$ cat src/rtl/hub_crossbar_router_pkg.sv
// Shared constants for the hub crossbar router: default sizes, the
// broadcast destination code and the destination-field extraction macro.
`ifndef HCR_DEST
`define HCR_DEST(w, cw, dw) w[(cw)-1 -: (dw)]
`endif

package hub_crossbar_router_pkg;

  localparam int NUM_CHANNELS_DEF  = 5;
  localparam int CHANNEL_WIDTH_DEF = 64;
  localparam int DEST_WIDTH_DEF    = 8;

  localparam logic [DEST_WIDTH_DEF-1:0] DEST_BCAST = '1;

  function automatic int ch_idx_w(input int n);
    return (n > 1) ? $clog2(n) : 1;
  endfunction

  localparam int CH_IDX_W = ch_idx_w(NUM_CHANNELS_DEF);

endpackage

$ cat src/rtl/hub_crossbar_router_if.sv
// Packed per-channel rx/tx valid/ready bundle between the hub FIFOs
// and the crossbar router.
interface hub_crossbar_router_if
  import hub_crossbar_router_pkg::*;
#(
  parameter int NUM_CHANNELS  = NUM_CHANNELS_DEF,
  parameter int CHANNEL_WIDTH = CHANNEL_WIDTH_DEF
) ();

  logic [CHANNEL_WIDTH*NUM_CHANNELS-1:0] rx_data;
  logic [NUM_CHANNELS-1:0]               rx_valid;
  logic [NUM_CHANNELS-1:0]               rx_ready;
  logic [CHANNEL_WIDTH*NUM_CHANNELS-1:0] tx_data;
  logic [NUM_CHANNELS-1:0]               tx_valid;
  logic [NUM_CHANNELS-1:0]               tx_ready;

  modport master (
    output rx_data, rx_valid, tx_ready,
    input  rx_ready, tx_data, tx_valid
  );

  modport slave (
    input  rx_data, rx_valid, tx_ready,
    output rx_ready, tx_data, tx_valid
  );

endinterface

$ cat src/rtl/hub_crossbar_router_rr_arbiter.sv
// Round-robin arbiter: first request at or after ptr wins, one-hot grant
// plus its index. Reusable by other hubs.
module hub_crossbar_router_rr_arbiter
  import hub_crossbar_router_pkg::*;
#(
  parameter int N  = NUM_CHANNELS_DEF,
  parameter int IW = CH_IDX_W
) (
  input  logic [N-1:0]  req,
  input  logic [IW-1:0] ptr,
  output logic [N-1:0]  gnt,
  output logic [IW-1:0] gnt_idx,
  output logic          gnt_vld
);

  always_comb begin
    int            sum;
    logic [IW-1:0] idx;
    gnt     = '0;
    gnt_idx = '0;
    gnt_vld = 1'b0;
    sum     = 0;
    idx     = '0;
    for (int k = 0; k < N; k++) begin
      sum = int'(ptr) + k;
      idx = IW'((sum >= N) ? sum - N : sum);
      if (!gnt_vld && req[idx]) begin
        gnt[idx] = 1'b1;
        gnt_idx  = idx;
        gnt_vld  = 1'b1;
      end
    end
  end

endmodule

$ cat src/rtl/hub_crossbar_router.sv
// Destination-decoded N-port crossbar with per-output holding registers.
// Optional ROUTER_DROP_COUNTER_EN adds a saturating illegal-dest counter.
module hub_crossbar_router
  import hub_crossbar_router_pkg::*;
#(
  parameter int NUM_CHANNELS  = NUM_CHANNELS_DEF,
  parameter int CHANNEL_WIDTH = CHANNEL_WIDTH_DEF,
  parameter int DEST_WIDTH    = DEST_WIDTH_DEF
) (
  input  logic                 clk,
  input  logic                 reset,
  hub_crossbar_router_if.slave bus,
  output logic                 router_busy
`ifdef ROUTER_DROP_COUNTER_EN
  ,
  output logic [15:0]          drop_count
`endif
);

  localparam int N  = NUM_CHANNELS;
  localparam int CW = CHANNEL_WIDTH;
  localparam int DW = DEST_WIDTH;
  localparam int IW = ch_idx_w(NUM_CHANNELS);

  logic [N-1:0][CW-1:0] rx_w;
  logic [N-1:0][CW-1:0] data_q, data_d;
  logic [N-1:0][DW-1:0] dest;
  logic [N-1:0][N-1:0]  tgt;
  logic [N-1:0]         ill, free, req, gnt, load;
  logic [N-1:0]         vld_q, vld_d;
  logic [IW-1:0]        gidx, rr_ptr_q, rr_ptr_d;
  logic                 gvld;

  for (genvar i = 0; i < N; i++) begin : g_ch
    assign rx_w[i] = bus.rx_data[CW*i +: CW];
    assign dest[i] = `HCR_DEST(rx_w[i], CW, DW);
    assign bus.tx_data[CW*i +: CW] = data_q[i];
  end

  assign bus.tx_valid = vld_q;
  assign bus.rx_ready = gnt;
  assign router_busy  = (|bus.rx_valid) || (|vld_q);

  always_comb begin
    tgt = '0;
    ill = '0;
    for (int i = 0; i < N; i++) begin
      if (dest[i] == {DW{1'b1}}) begin
        for (int j = 1; j < N; j++) tgt[i][j] = (j != i);
      end else if (int'(dest[i]) < N) begin
        for (int j = 0; j < N; j++) tgt[i][j] = (int'(dest[i]) == j);
      end else begin
        ill[i] = 1'b1;
      end
    end
  end

  // A word is grantable only when its whole target set can load this edge.
  always_comb begin
    free = ~vld_q | bus.tx_ready;
    req  = '0;
    for (int i = 0; i < N; i++) begin
      req[i] = bus.rx_valid[i] && !reset &&
               (ill[i] || ((tgt[i] & ~free) == '0));
    end
  end

  hub_crossbar_router_rr_arbiter #(
    .N  (N),
    .IW (IW)
  ) u_arb (
    .req     (req),
    .ptr     (rr_ptr_q),
    .gnt     (gnt),
    .gnt_idx (gidx),
    .gnt_vld (gvld)
  );

  always_comb begin
    load     = gvld ? tgt[gidx] : '0;
    vld_d    = vld_q;
    data_d   = data_q;
    rr_ptr_d = rr_ptr_q;
    for (int j = 0; j < N; j++) begin
      if (load[j]) begin
        vld_d[j]  = 1'b1;
        data_d[j] = rx_w[gidx];
      end else if (bus.tx_ready[j]) begin
        vld_d[j] = 1'b0;
      end
    end
    if (gvld) rr_ptr_d = (int'(gidx) == N - 1) ? '0 : gidx + 1'b1;
  end

  always_ff @(posedge clk) begin
    if (reset) begin
      vld_q    <= '0;
      data_q   <= '0;
      rr_ptr_q <= '0;
    end else begin
      vld_q    <= vld_d;
      data_q   <= data_d;
      rr_ptr_q <= rr_ptr_d;
    end
  end

`ifdef ROUTER_DROP_COUNTER_EN
  logic [15:0] drop_q, drop_d;

  always_comb begin
    drop_d = drop_q;
    if (gvld && ill[gidx] && (drop_q != 16'hFFFF)) drop_d = drop_q + 16'd1;
  end

  always_ff @(posedge clk) begin
    if (reset) drop_q <= '0;
    else       drop_q <= drop_d;
  end

  assign drop_count = drop_q;
`endif

endmodule

$ cat src/flat_wrapper.sv
// flat-port wrapper written by rule: the top's interface ports become plain ports
module hub_crossbar_router_flat import hub_crossbar_router_pkg::*;
#(
  parameter int NUM_CHANNELS  = NUM_CHANNELS_DEF,
  parameter int CHANNEL_WIDTH = CHANNEL_WIDTH_DEF,
  parameter int DEST_WIDTH    = DEST_WIDTH_DEF
)
  (clk, reset, router_busy, bus_rx_data, bus_rx_valid, bus_tx_ready, bus_rx_ready, bus_tx_data, bus_tx_valid);
  hub_crossbar_router_if #(.NUM_CHANNELS(NUM_CHANNELS), .CHANNEL_WIDTH(CHANNEL_WIDTH)) bus_i ();
  input  logic clk;
  input  logic reset;
  output logic router_busy;
  input wire logic [$bits(bus_i.rx_data)-1:0] bus_rx_data;
  input wire logic [$bits(bus_i.rx_valid)-1:0] bus_rx_valid;
  input wire logic [$bits(bus_i.tx_ready)-1:0] bus_tx_ready;
  output wire logic [$bits(bus_i.rx_ready)-1:0] bus_rx_ready;
  output wire logic [$bits(bus_i.tx_data)-1:0] bus_tx_data;
  output wire logic [$bits(bus_i.tx_valid)-1:0] bus_tx_valid;
  assign bus_i.rx_data = bus_rx_data;
  assign bus_i.rx_valid = bus_rx_valid;
  assign bus_i.tx_ready = bus_tx_ready;
  assign bus_rx_ready = bus_i.rx_ready;
  assign bus_tx_data = bus_i.tx_data;
  assign bus_tx_valid = bus_i.tx_valid;
  hub_crossbar_router #(.NUM_CHANNELS(NUM_CHANNELS), .CHANNEL_WIDTH(CHANNEL_WIDTH), .DEST_WIDTH(DEST_WIDTH)) u_core (.clk(clk), .reset(reset), .bus(bus_i), .router_busy(router_busy));
endmodule
$ cat config.mk
export PLATFORM = sky130hd
export DESIGN_NAME = hub_crossbar_router_flat
export DESIGN_NICKNAME = d
export VERILOG_FILES = /design/src/rtl/hub_crossbar_router_pkg.sv /design/src/rtl/hub_crossbar_router_if.sv /design/src/rtl/hub_crossbar_router_rr_arbiter.sv /design/src/rtl/hub_crossbar_router.sv /design/src/flat_wrapper.sv
export SDC_FILE = /design/constraint.sdc
export NUM_CORES = 1
export LEC_CHECK = 0
export BUFFER_PORTS_ARGS = -buffer_cell sky130_fd_sc_hd__buf_2
export CAP_MARGIN = 20
export CORE_AREA = 8 8 255 257
export CTS_BUF_LIST = sky130_fd_sc_hd__clkbuf_8
export CTS_CLUSTER_SIZE = 40
export DETAILED_ROUTE_END_ITERATION = 6
export DIE_AREA = 0 0 263 265
export SETUP_SLACK_MARGIN = 0.1
export SLEW_MARGIN = 20
export SYNTH_ARGS = -nofsm -noshare
export SYNTH_HDL_FRONTEND = slang
export SYNTH_HIERARCHICAL = 1
export SYNTH_SLANG_ARGS = --single-unit
$ cat constraint.sdc
create_clock -name clk -period 13.7 [get_ports clk]
set_input_delay 3.425 -clock clk [delete_from_list [all_inputs] [get_ports clk]]
set_output_delay 3.425 -clock clk [all_outputs]
set_load 0.1 [all_outputs]
-- After elaboration in Yosys (flattened, before gate mapping)
Cells that the tools add are included.
- register bits after elaboration: 328
- bits in latches: 0
- memory bits (writable): 0
- bits in read-only memories: 0
- input port bits: 332
- output and inout port bits: 331
- logic and storage cells: 208
- memories kept: 0
- $add $sub $neg: 10
- multiply operators: 0
- div/mod/pow operators: 0
- magnitude comparators: 21
- equality and inequality tests: 26
- shift operators: 0
- muxes and demuxes: 81
- bitwise operators: 12
- reduce and logical (&&, ||, !) cells: 47
- operators with widths (kind ; number):
    $bmux W64 S3 ; 1
    $eq A8 B3 Y1 const B ; 10
    $mux W64 ; 1
    $mux W5 ; 12
    $eq A8 B2 Y1 const B ; 5
    $eq A8 B4 Y1 const B ; 5
    $eq A8 B8 Y1 const B ; 5
    $logic_not A8 Y1 ; 5
    $lt A8 B3 Y1 const B ; 5
    $mux W1 ; 40
    $mux W3 ; 11
    $and A5 B5 Y5 ; 5
    $logic_not A5 Y1 ; 5
    $or A5 B5 Y5 ; 5
    $lt A3 B4 Y1 const B ; 6
    $mux W4 ; 5
    $logic_and A1 B1 Y1 ; 19
    $ge A4 B3 Y1 const B ; 4
    $bmux W1 S3 ; 5
    $bmux W5 S3 ; 1
    $demux W1 S3 ; 5
    $ge A3 B1 Y1 const B ; 5
    $sub A3 B3 Y3 const B ; 5
    $not A5 Y5 ; 2
    other kinds (10) ; 25

-- Depth between registers and ports, before layout
Gate-level depths: netlist (run 1).
- word-level depth: 26
- mapped depth: 23

-- Hierarchy
Netlist (run 1), hierarchy kept.
- by module, submodules not included (module ; instances ; cells an instance ; area an instance (um2)):
    hub_crossbar_router ; 1 ; 1645 ; 14685.3
    hub_crossbar_router_rr_arbiter ; 1 ; 168 ; 1243.7

-- Least setup slack after synthesis (run 1)
OpenSTA, ideal clock, no wires.
- kind: input -> output
- from: input bus_rx_data[123]
- to: output bus_rx_ready[1]
- data arrival time: 7.022 ns
- required time: 10.275 ns
- slack: 3.253 ns
- cell stages on the path: 12
- buffers on the path: 0
- path through: or4_4 or2_4 or4_1 and4_1 and3_1 o22ai_1 o21ai_0 a31oi_1 o211ai_1 or2_1 or3_1 nand2_1
- word-level cells in the longest chain between the ends: 22
- ends and longest elaborated chain (item ; RTL line ; source):
    start: declaration ; flat_wrapper.sv:13 ; input wire logic [$bits(bus_i.rx_data)-1:0] bus_rx_data;
    $lt A8 B3 Y1 (tied with other cells) ; hub_crossbar_router.sv:50 ; end else if (int'(dest[i]) < N) begin
    $mux W5 ; hub_crossbar_router.sv:50 ;
    $mux W1 / $mux W4 (equally long branches) ; hub_crossbar_router.sv:48 ; if (dest[i] == {DW{1'b1}}) begin
    $and A5 B5 Y5 ; hub_crossbar_router.sv:64 ; (ill[i] || ((tgt[i] & ~free) == '0));
    $logic_not A5 Y1 ; hub_crossbar_router.sv:64 ;
    $logic_or A1 B1 Y1 * ; hub_crossbar_router.sv:64 ;
    $logic_and A1 B1 Y1 * ; hub_crossbar_router.sv:63 ; req[i] = bus.rx_valid[i] && !reset &&
    via u_core.req[1] ; hub_crossbar_router.sv:29 ; logic [N-1:0] ill, free, req, gnt, load;
    [... 7 more ...] ; n/a ;
    $logic_and A1 B1 Y1 ; hub_crossbar_router_rr_arbiter.sv:27 ; if (!gnt_vld && req[idx]) begin
    $mux W1 ; hub_crossbar_router_rr_arbiter.sv:27 ;
    $logic_not A1 Y1 ; hub_crossbar_router_rr_arbiter.sv:27 ;
    $logic_and A1 B1 Y1 ; hub_crossbar_router_rr_arbiter.sv:27 ;
    $mux W1 ; hub_crossbar_router_rr_arbiter.sv:27 ;
    $logic_not A1 Y1 ; hub_crossbar_router_rr_arbiter.sv:27 ;
    $logic_and A1 B1 Y1 ; hub_crossbar_router_rr_arbiter.sv:27 ;
    $mux W5 * ; hub_crossbar_router_rr_arbiter.sv:27 ;
    end: declaration ; flat_wrapper.sv:16 ; output wire logic [$bits(bus_i.rx_ready)-1:0] bus_rx_ready;
The timed path passes the listed nets; every way through them passes the cells marked *. The select of a mux whose other input is x is not followed.

-- Worst setup path in the final report (run 1)
- from: input bus_rx_data[123]
- to: output bus_rx_ready[4]
The elaborated chain is that of the path after synthesis.

==> summary.md, run 1 <==
| Metric | Value |
|---|---|
| Synth unique cells | `87` |
| Fin Clk Skew | `0.06064 ns` |
| Setup TNS | `0 ns` |
| Max-cap violation count | `0` |
| Vias | `17,088` |
| Chip Width | `263 microns` |
| Status | `complete, no violations` |
| Area Growth Syn to Fin | `31.86%` |
| Num rows | `91` |
| Mapped Area | `15,930 sq um` |
| Number of flops mapped to enable cells by yosys | `0` |
| Initial antenna violation count | `8` |
| Critical Path RT | `10.27 ns` |
| Final Hold Viols | `0` |
| Layout cells sized above 1 | `0.3387` |
| Io pins | `663` |
| Remaining DRCs | `0` |
| DIE AREA | `69,700 sq um` |
| FF+latch count, synth | `328` |
| Pre-CTS WS | `3.012 ns` |
| Ys Warns | `6` |
| Maximum number of pins on one net before global-route repair | `95` |
| Clock Sinks | `328` |
| Worst-Skew Late Latency | `0.66 ns` |
| Post-Synth Simple-Gate Area | `0.1614` |
| Synth top area share | `0.4122` |
| Nets@finish | `2,749` |
| Worst Hold Class | `reg -> reg` |
| Largest family of logic cells by synthesized area | `compound AO/OA/AOI/OAI gates` |
| Final cell count without fillers | `3,240` |
| Worst Path Max Fanout | `7` |
| Worst setup slack after layout | `2.990 ns` |
| Final HPWL DP | `54,720 microns` |
| CTS hold repair buffers | `0` |
| Syn Inst Count | `1,813` |
| Most numerous cell in the Yosys netlist | `dfxtp_1` |
| Via density | `5.274` |
| Cells after DPL | `3,138` |
| Routed wire length | `76,230 microns` |
| Overflow after GRT | `0` |
| Crit. End Element | `output pin` |
| Worst setup path class | `in -> out` |
| Clk slew on worst S/H paths | `0.06 ns` |
| Hold path depth | `2` |
| Complex-gate fraction of the synthesized area | `0.2373` |
| Htree depth | `2` |
| First-pass GRT wire length | `110,900 microns` |
| Synth cell count leaders | `dfxtp_1, nand2_1, mux2i_1` |
| TritonCTS clock tree | `built` |
| DIE HEIGHT | `265 microns` |
| Period minus WS final | `10.71 ns` |
| Routed WL per cell | `23.53 microns` |
| Adder-Cell Fraction of Synth Area | `0.009897` |
| Unrepaired setup endpoints after global routing | `false` |
| Setup crit start kind | `primary input` |
| Slew margin rel. | `0.2948` |
| Root buf cell | `clkbuf_8` |
| Worst hold slack | `0.4420 ns` |
| Setup Viol. Count Final | `0` |
| Num CTS Buffers | `55` |
| Final Wtd Congestion | `0.9258` |
| Final worst-path cycle share | `0.7818` |
| Multiplexer share of the synthesized area | `0.1145` |
| FF-to-FF Start | `u_core/rr_ptr_q[0]` |
| Synthesized area per cell | `8.786 sq um` |
| Initial drt markers | `1,514` |
| CP arrival | `7.29 ns` |
| Max Freq | `93.37 MHz` |
| Top FF cell, synth | `dfxtp_1` |
| Hold_sp | `u_core/bus.tx_data[318]` |
| Vias in the first global route | `16,859` |
| XOR/XNOR Fraction of Synth Area | `0.005420` |
| Reg-to-reg slack, setup | `6.34 ns` |
| Starting Density | `0.2610` |
| Main area contributors after synthesis | `dfxtp_1, mux2i_1, nand2_1, a21oi_1, o2bb2ai_1` |
| Core Area | `61,030 sq um` |
| Sequential area share after synthesis | `0.4122` |
| Cell taking the most area after synthesis | `dfxtp_1` |
| IO Port Bufs | `662` |
| Post-route ant nets | `0` |
| # Post-CTS Setup Buffers | `0` |
| CTS resizes | `0` |
| GR Util All Layers | `0.2043` |
| Clock Path Buffers | `3` |
| Max-slew violations | `0` |
| Synth async-reset ratio | `0` |
| DR pass1 iterations | `6` |
| Reg2reg end | `u_core/bus.tx_data[302]` |
| Slew of the pin with the lowest slew margin | `1.054 ns` |
| R2R cell count | `19` |
| Endpoint, Worst Hold | `u_core/bus.tx_data[318]` |
| Post-synth net total | `2,157` |
## kinds of logic after synthesis
logic type / Yosys count
buffers and inverters: 196
AND/OR/NAND/NOR: 536
flip-flops: 328
multiplexers: 182
XOR/XNOR: 6
adder cells (fa/ha/maj): 12
AO/OA/AOI/OAI: 553
## critical path, stage by stage
cell      delay [ns]
buf_2           0.11
or4_4           0.54
or2_4           0.27
or4_1           0.46
and4_1          0.20
and3_1          0.27
o22ai_1         0.19
o21ai_0         0.09
a31oi_1         0.36
o211ai_1        0.21
or2_1           0.29
nor2_2          0.25
a221o_1         0.19
buf_2           0.42
## final cells by class
cell class | instances | area (sq um)
Sequential cell | 328 | 6566
Timing Repair Buffer | 696 | 3571
Inverter | 35 | 148.9
Antenna cell | 5 | 12.51
Clock buffer | 75 | 1032
Multi-Input combinational cell | 1289 | 8539
Tap cell | 790 | 988.4
Fill cell | 6468 | 40020
Clock inverter | 22 | 145.1
## per-stage QoR
step                        util  area [sq um]
after global placement    0.3247         19810
after global routing      0.3442         21000
after floorplan                -         15930
final                     0.3442         21000
after detailed placement  0.3247         19810
after CTS                 0.3440         20990
## layer usage
| layer | GRT usage | share of wire | vias to the layer above | wire length (microns) |
|---|---|---|---|---|
| met4 | 0.09178 | 0.044 | 0 | 3366 |
| met5 | 0 | 0 | - | 0 |
| li1 | - | - | 7872 | - |
| met1 | 0.2511 | 0.41 | 8163 | 31210 |
| met2 | 0.3387 | 0.47 | 893 | 35760 |
| met3 | 0.04763 | 0.077 | 160 | 5888 |
## how the worst max path moves through the flow
stage	startpoint	endpoint	slack (ns)	cells after the start
6_report	bus_rx_data[123]	bus_rx_ready[4]	2.99	14
5_1_grt	bus_rx_data[123]	bus_rx_ready[4]	2.85	14
4_1_cts	bus_rx_data[123]	bus_rx_ready[4]	3.00	14
3_5_place_dp	bus_rx_data[125]	bus_rx_ready[4]	3.01	14
3_3_place_gp	bus_rx_data[125]	bus_rx_ready[4]	2.99	14
2_1_floorplan	bus_rx_data[123]	bus_rx_ready[1]	3.25	12
## flip-flops by register name, summed over array words and instances (netlist names)
name / flops
u_core/rr_ptr_q: 3
u_core/bus.tx_data: 320
u_core/bus.tx_valid: 5
## placed cells by master, fill, tap and decap left out, types with 15 or more instances in the layout
master	netlist	final
nor2_1	85	85
o2bb2ai_1	57	57
inv_1	30	42
o21ai_1	50	53
a31o_1	56	56
mux2i_1	180	179
nor4_1	67	67
a21boi_1	15	15
buf_2	18	661
clkbuf_8	0	75
dfxtp_1	328	328
nand2b_1	17	16
buf_4	2	35
o21ai_0	23	19
o22ai_1	66	66
a21oi_1	140	139
a22oi_1	60	59
nand2_1	258	258
Power of run 1 is not shown: default switching activity piles up to over one toggle a cycle in this logic, so the estimate is an artifact.
==> run 2: changes to the inputs <==
--- a/config.mk
+++ b/config.mk
@@ -5,13 +5,14 @@
 export SDC_FILE = /design/constraint.sdc
 export NUM_CORES = 1
 export LEC_CHECK = 0
+export ABC_AREA = 1
 export BUFFER_PORTS_ARGS = -buffer_cell sky130_fd_sc_hd__buf_2
 export CAP_MARGIN = 20
-export CORE_AREA = 8 8 255 257
+export CORE_AREA = 8 8 249 251
 export CTS_BUF_LIST = sky130_fd_sc_hd__clkbuf_8
 export CTS_CLUSTER_SIZE = 40
 export DETAILED_ROUTE_END_ITERATION = 6
-export DIE_AREA = 0 0 263 265
+export DIE_AREA = 0 0 257 259
 export SETUP_SLACK_MARGIN = 0.1
 export SLEW_MARGIN = 20
 export SYNTH_ARGS = -nofsm -noshare
==> constraint.sdc (replaced) <==
create_clock -name clk -period 10.5 [get_ports clk]
set_input_delay 2.625 -clock clk [delete_from_list [all_inputs] [get_ports clk]]
set_output_delay 2.625 -clock clk [all_outputs]
set_load 0.1 [all_outputs]
==> run 2 against run 1 <==
Critical path depth unchanged. Largest cell class unchanged. Critical endpoint unchanged. Non-clock buffer count decreased by 12. Flip-flop and latch count unchanged. Clock skew decreased by 0.038 ns. First-iteration DRC count increased by 16%. Wire length increased by 2.3%. Sequential share of layout area decreased by 2.5 points. Utilization increased by 4.8 points. Die area decreased by 4.5%.
==> summary.md, run 2 <==
| Metric | Value |
|---|---|
| Synthesized area per cell | `6.126 sq um (-30%)` |
| Critical Path RT | `7.88 ns (-2.39 ns)` |
| Setup TNS | `0 ns (unchanged)` |
| Setup crit start kind | `primary input` |
| Top FF cell, synth | `dfxtp_1` |
| DIE AREA | `66,560 sq um (-4.5%)` |
| Worst-Skew Late Latency | `0.64 ns (-0.02 ns)` |
| Root buf cell | `clkbuf_8` |
| Max Freq | `118.5 MHz` |
| Sequential area share after synthesis | `0.3617 (-0.05049)` |
| Main area contributors after synthesis | `dfxtp_1, nand2_1, nor2_1, inv_1, a21oi_1` |
| IO Port Bufs | `662 (unchanged)` |
| # Post-CTS Setup Buffers | `0 (unchanged)` |
| FF+latch count, synth | `328 (unchanged)` |
| Vias in the first global route | `18,594 (+10%)` |
| Worst Path Max Fanout | `89 (+82)` |
| Max-slew violations | `0 (unchanged)` |
| Pre-CTS WS | `1.759 ns (-1.253 ns)` |
| Unrepaired setup endpoints after global routing | `false` |
| Final worst-path cycle share | `0.8036` |
| Htree depth | `2 (unchanged)` |
| Routed wire length | `78,010 microns (+2.3%)` |
| Starting Density | `0.3117 (+0.05068)` |
| Routed WL per cell | `17.91 microns (-24%)` |
| Nets@finish | `3,890 (+42%)` |
| Post-synth net total | `3,307 (+53%)` |
| Fin Clk Skew | `0.02309 ns (-0.03755 ns)` |
| Area of the multi-input gates | `9174 sq um (+7.4%)` |
| Synth cell count leaders | `nand2_1, nor2_1, inv_1` |
| CTS hold repair buffers | `0 (unchanged)` |
| Maximum number of pins on one net before global-route repair | `95 (unchanged)` |
| Finished Cell Area | `22,840 sq um (+8.7%)` |
| Final Wtd Congestion | `0.9311 (+0.57%)` |
| CP arrival | `5.81 ns (-1.48 ns)` |
| Synth async-reset ratio | `0 (unchanged)` |
| Num CTS Buffers | `58 (+5.5%)` |
| Mapped Area | `18,150 sq um (+14%)` |
| Initial antenna violation count | `5 (-3)` |
| Diode count | `0 (-5)` |
| CTS resizes | `0 (unchanged)` |
| Number of flops mapped to enable cells by yosys | `0 (unchanged)` |
| FF+latch area | `6566 sq um (unchanged)` |
| Commonest cells after routing, fill and taps aside | `nand2_1, nor2_1, buf_2` |
| Remaining DRCs | `0 (unchanged)` |
| Initial drt markers | `1,758 (+16%)` |
| Worst hold slack | `0.4473 ns (+0.005290 ns)` |
| GR Util All Layers | `0.2198 (+0.01558)` |
| Area after DPL | `21,730 sq um (+9.7%)` |
| Max-cap violation count | `0 (unchanged)` |
| Max reg flops | `320 (unchanged)` |
| Layout cells sized above 1 | `0.2400 (-0.09869)` |
| Core Area | `58,240 sq um (-4.6%)` |
| Via density | `4.596 (-13%)` |
| Worst Hold Class | `reg -> reg` |
| FILL cells | `6,428 (-0.62%)` |
| Synth top area share | `0.3617 (-0.05049)` |
| Io pins | `663 (unchanged)` |
| Area Growth Syn to Fin | `25.81%` |
| Synth unique cells | `43 (-51%)` |
| Clock Sinks | `328 (unchanged)` |
| Cell taking the most area after synthesis | `dfxtp_1` |
| Vias | `20,026 (+17%)` |
| TritonCTS clock tree | `built` |
| Commonest non-fill, non-tap cell in the layout | `nand2_1` |
| DIE HEIGHT | `259 microns (-2.3%)` |
| Worst setup slack after layout | `2.062 ns (-0.9280 ns)` |
| Final HPWL DP | `57,650 microns (+5.4%)` |
| Num rows | `89 (-2.2%)` |
| Clock Path Buffers | `3 (unchanged)` |
| Slew margin rel. | `0.3166 (+0.02172)` |
| Final Hold Viols | `0 (unchanged)` |
| Period minus WS final | `8.438 ns` |
| Post-route ant nets | `0 (unchanged)` |
| Ys Warns | `6 (unchanged)` |
| Most numerous cell in the Yosys netlist | `nand2_1` |
| Setup Viol. Count Final | `0 (unchanged)` |
| Chip Width | `257 microns (-2.3%)` |
| Overflow after GRT | `0 (unchanged)` |
| Syn Inst Count | `2,963 (+63%)` |
| Crit. End Element | `output pin` |
| Clk slew on worst S/H paths | `0.06 ns (about the same)` |
| Slew of the pin with the lowest slew margin | `1.025 ns (-0.02859 ns)` |
| Status | `complete, no violations` |
| First-pass GRT wire length | `114,800 microns (+3.5%)` |
| DR pass1 iterations | `5 (-1)` |
| Worst setup path class | `in -> out` |
[run 2: cells by family after synthesis]
family / synth area share
simple gates: 0.3901
buf+inv: 0.1355
flops: 0.3617
compound gates: 0.1010
fa+ha+maj: 0.008685
xor+xnor: 0.002964
[run 2: worst paths after layout]
path | endpoint | cells after the start | from | slack (ns)
max | bus_rx_ready[4] | 14 | reset | 2.06
min | u_core/bus.tx_data[185] | 2 | u_core/bus.tx_data[185] | 0.45
max reg2reg | u_core/bus.tx_data[286] | 23 | u_core/rr_ptr_q[0] | 4.01
min reg2reg | u_core/bus.tx_data[185] | 2 | u_core/bus.tx_data[185] | 0.45
[run 2: cell type report]
| type | count | area share |
|---|---|---|
| multi-input cells | 2066 | 0.4017 |
| flip-flops and latches | 328 | 0.2875 |
| repair buffers | 684 | 0.1523 |
| inverters | 408 | 0.06750 |
| well taps | 773 | 0.04235 |
| clock buffers | 70 | 0.04218 |
| clock inverters | 28 | 0.006465 |
[run 2: critical path, cell delays in order]
cell and delay (ns):
buf_2 0.22, inv_8 0.39, nand2_1 0.21, nor4_1 0.73, inv_1 0.16, nand3_1 0.13
nand2_1 0.06, nand2_1 0.10, nand3_4 0.15, nor2_4 0.18, nand2_1 0.07, nand3_1 0.16
nand3b_1 0.14, buf_2 0.45
[run 2: per-layer routing]
metal	track usage	share of wire	vias to the layer above
met2	0.3730	0.47	862
li1	-	-	10114
met1	0.2596	0.40	8886
met3	0.05637	0.078	160
met4	0.09929	0.047	4
met5	0	0.00044	-
[run 2: per-stage QoR]
step / std cells / util
5_1_grt: 4357 / 0.3921
3_3_place_gp: 4259 / 0.3731
6_report: 4357 / 0.3921
4_1_cts: 4357 / 0.3921
3_5_place_dp: 4259 / 0.3731
2_1_floorplan: 2963 / -
Power of run 2 is left out for the same reason.
==> run 3: changes to the inputs <==
--- a/config.mk
+++ b/config.mk
@@ -5,14 +5,14 @@
 export SDC_FILE = /design/constraint.sdc
 export NUM_CORES = 1
 export LEC_CHECK = 0
-export ABC_AREA = 1
+export ABC_AREA = 0
 export BUFFER_PORTS_ARGS = -buffer_cell sky130_fd_sc_hd__buf_2
 export CAP_MARGIN = 20
-export CORE_AREA = 8 8 249 251
+export CORE_AREA = 8 8 255 257
 export CTS_BUF_LIST = sky130_fd_sc_hd__clkbuf_8
 export CTS_CLUSTER_SIZE = 40
 export DETAILED_ROUTE_END_ITERATION = 6
-export DIE_AREA = 0 0 257 259
+export DIE_AREA = 0 0 263 265
 export SETUP_SLACK_MARGIN = 0.1
 export SLEW_MARGIN = 20
 export SYNTH_ARGS = -nofsm -noshare
==> constraint.sdc (replaced) <==
create_clock -name clk -period 8 [get_ports clk]
set_input_delay 2 -clock clk [delete_from_list [all_inputs] [get_ports clk]]
set_output_delay 2 -clock clk [all_outputs]
set_load 0.1 [all_outputs]
==> run 3 against run 2 <==
Worst hold slack got worse by 0.0030 ns. Setup slack got worse by 1.7 ns. Die area is 4.7% higher. Clock-buffer cell count up 6. Critical path type unchanged. Critical endpoint unchanged.
==> summary.md, run 3 (synthesized netlist as in run 1, its figures left out) <==
| Metric | Value |
|---|---|
| Reg2reg end | `u_core/bus.tx_data[298]` |
| R2R cell count | `17 (-26%)` |
| Hold path depth | `2 (unchanged)` |
| Max reg flops | `320 (unchanged)` |
| Clk slew on worst S/H paths | `0.06 ns (about the same)` |
| Crit path launch | `bus_rx_data[123]` |
| Slew margin rel. | `0.3286 (+0.01207)` |
| Critical Path RT | `6.00 ns (-1.88 ns)` |
| Setup TNS | `0 ns (unchanged)` |
| IO Port Bufs | `662 (unchanged)` |
| Unrepaired setup endpoints after global routing | `false` |
| Commonest cells after routing, fill and taps aside | `buf_2, dfxtp_1, nand2_1` |
| Final cell count without fillers | `3,289 (-25%)` |
| Reg-to-reg slack, setup | `1.91 ns (-2.10 ns)` |
| Crit. End Element | `output pin` |
| Routed WL per cell | `23.73 microns (+33%)` |
| FILL cells | `6,426 (-0.031%)` |
| Slew of the pin with the lowest slew margin | `1.007 ns (-0.01811 ns)` |
| Worst Path Max Fanout | `7 (-92%)` |
| Num CTS Buffers | `57 (-1.7%)` |
| Setup Viol. Count Final | `0 (unchanged)` |
| Root buf cell | `clkbuf_8` |
| Area Growth Syn to Fin | `35.86%` |
| Period minus WS final | `7.634 ns` |
| GR Util All Layers | `0.2075 (-0.01235)` |
| Max Freq | `131.0 MHz` |
| First-pass GRT wire length | `111,900 microns (-2.5%)` |
| Clock Path Buffers | `3 (unchanged)` |
| Worst-Skew Late Latency | `0.66 ns (+0.02 ns)` |
| CP arrival | `5.63 ns (-0.18 ns)` |
| Nets@finish | `2,789 (-28%)` |
| Clock Sinks | `328 (unchanged)` |
| FF+latch area | `6566 sq um (unchanged)` |
| Commonest non-fill, non-tap cell in the layout | `buf_2` |
| Htree depth | `2 (unchanged)` |
| Final Wtd Congestion | `0.9269 (-0.45%)` |
| Area of the multi-input gates | `8539 sq um (-6.9%)` |
| Core Area | `61,030 sq um (+4.8%)` |
| Final Hold Viols | `0 (unchanged)` |
| DR pass1 iterations | `6 (+1)` |
| Fin Clk Skew | `0.04945 ns (+0.02636 ns)` |
| Vias | `17,345 (-13%)` |
| Maximum number of pins on one net before global-route repair | `89 (-6.3%)` |
| Final worst-path cycle share | `0.9542` |
| Worst setup path class | `in -> out` |
| Io pins | `663 (unchanged)` |
| Worst hold slack | `0.4442 ns (-0.003042 ns)` |
| Cells after DPL | `3,176 (-25%)` |
| Via density | `5.274 (+15%)` |
| Max-slew violations | `0 (unchanged)` |
| Overflow after GRT | `0 (unchanged)` |
| Endpoint, Worst Hold | `u_core/bus.tx_data[314]` |
| Initial drt markers | `1,609 (-8.5%)` |
| Hold_sp | `u_core/bus.tx_data[314]` |
| Final HPWL DP | `57,030 microns (-1.1%)` |
| Layout cells sized above 1 | `0.3495 (+0.1096)` |
| Setup crit start kind | `primary input` |
| DIE AREA | `69,700 sq um (+4.7%)` |
| Num rows | `91 (+2.2%)` |
| TritonCTS clock tree | `built` |
| Routed wire length | `78,030 microns (about the same)` |
| Post-route ant nets | `0 (unchanged)` |
| Vias in the first global route | `17,133 (-7.9%)` |
| Worst Hold Class | `reg -> reg` |
| Chip Width | `263 microns (+2.3%)` |
| DIE HEIGHT | `265 microns (+2.3%)` |
| Status | `complete, no violations` |
| Starting Density | `0.2610 (-0.05068)` |
| FF-to-FF Start | `u_core/rr_ptr_q[0]` |
| Max-cap violation count | `0 (unchanged)` |
| Remaining DRCs | `0 (unchanged)` |
| Initial antenna violation count | `6 (+1)` |
run 3: cell types whose count changed in the layout (fill, tap and decap cells not counted), moves of 56 or more:
cell,delta
nand2_1,-632
nor2_1,-586
inv_1,-367
mux2i_1,+179
nand3_1,-91
o21ai_0,-79
o22ai_1,+66
nor4_1,+62
a22oi_1,+59
o2bb2ai_1,+57
a31o_1,+56
run 3: final cells by class:
class,count,area share
antenna,7,0.0008094
clock buffer,76,0.04833
inverter,35,0.006880
sequential,328,0.3034
clock inverter,30,0.01064
timing repair buffer,734,0.1896
multi-input combinational,1289,0.3946
tap,790,0.04568
run 3: repair_timing:
item | in CTS | in global routing
hold buffers | 0 | 0
setup endpoints to repair | 0 | 1
resized for setup | 0 | 1
buffers inserted | 0 | 0
run 3: critical path: stages:
cell,delay (ns)
buf_2,0.11
or4_4,0.55
or2_4,0.27
or4_1,0.47
and4_1,0.20
and3_1,0.26
o221ai_1,0.17
o21ai_0,0.11
a31oi_1,0.34
o211ai_1,0.18
or2_1,0.28
nor2_2,0.25
a221o_1,0.25
buf_12,0.18
run 3: worst max path at each step:
stage                              endpoint  slack, ns  cells past startpoint
finish                      bus_rx_ready[4]       0.37                     14
global route                bus_rx_ready[4]       0.12                     14
CTS                         bus_rx_ready[2]       0.37                     13
detailed placement  u_core/bus.tx_data[298]       0.34                     21
global placement            bus_rx_ready[4]       0.36                     14
floorplan                   bus_rx_ready[1]       0.40                     12
run 3: layer usage:
metal / GRT usage / vias to the layer above / share of wire / routed length, microns
met2: 0.3390 / 923 / 0.46 / 36270
met4: 0.1046 / 0 / 0.046 / 3585
met3: 0.05773 / 189 / 0.086 / 6737
met1: 0.2492 / 8276 / 0.40 / 31450
met5: 0 / - / 0 / 0
li1: - / 7957 / - / -
run 3: stage by stage:
step / util / worst slack, ns / instance area [sq um]
final: 0.3546 / 0.3662 / 21640
after detailed placement: 0.3334 / 0.3400 / 20340
after CTS: 0.3543 / 0.3686 / 21620
after global routing: 0.3546 / 0.1215 / 21640
after floorplan: - / 0.4029 / 15930
after global placement: 0.3334 / 0.3608 / 20340
Power of run 3 is left out for the same reason.
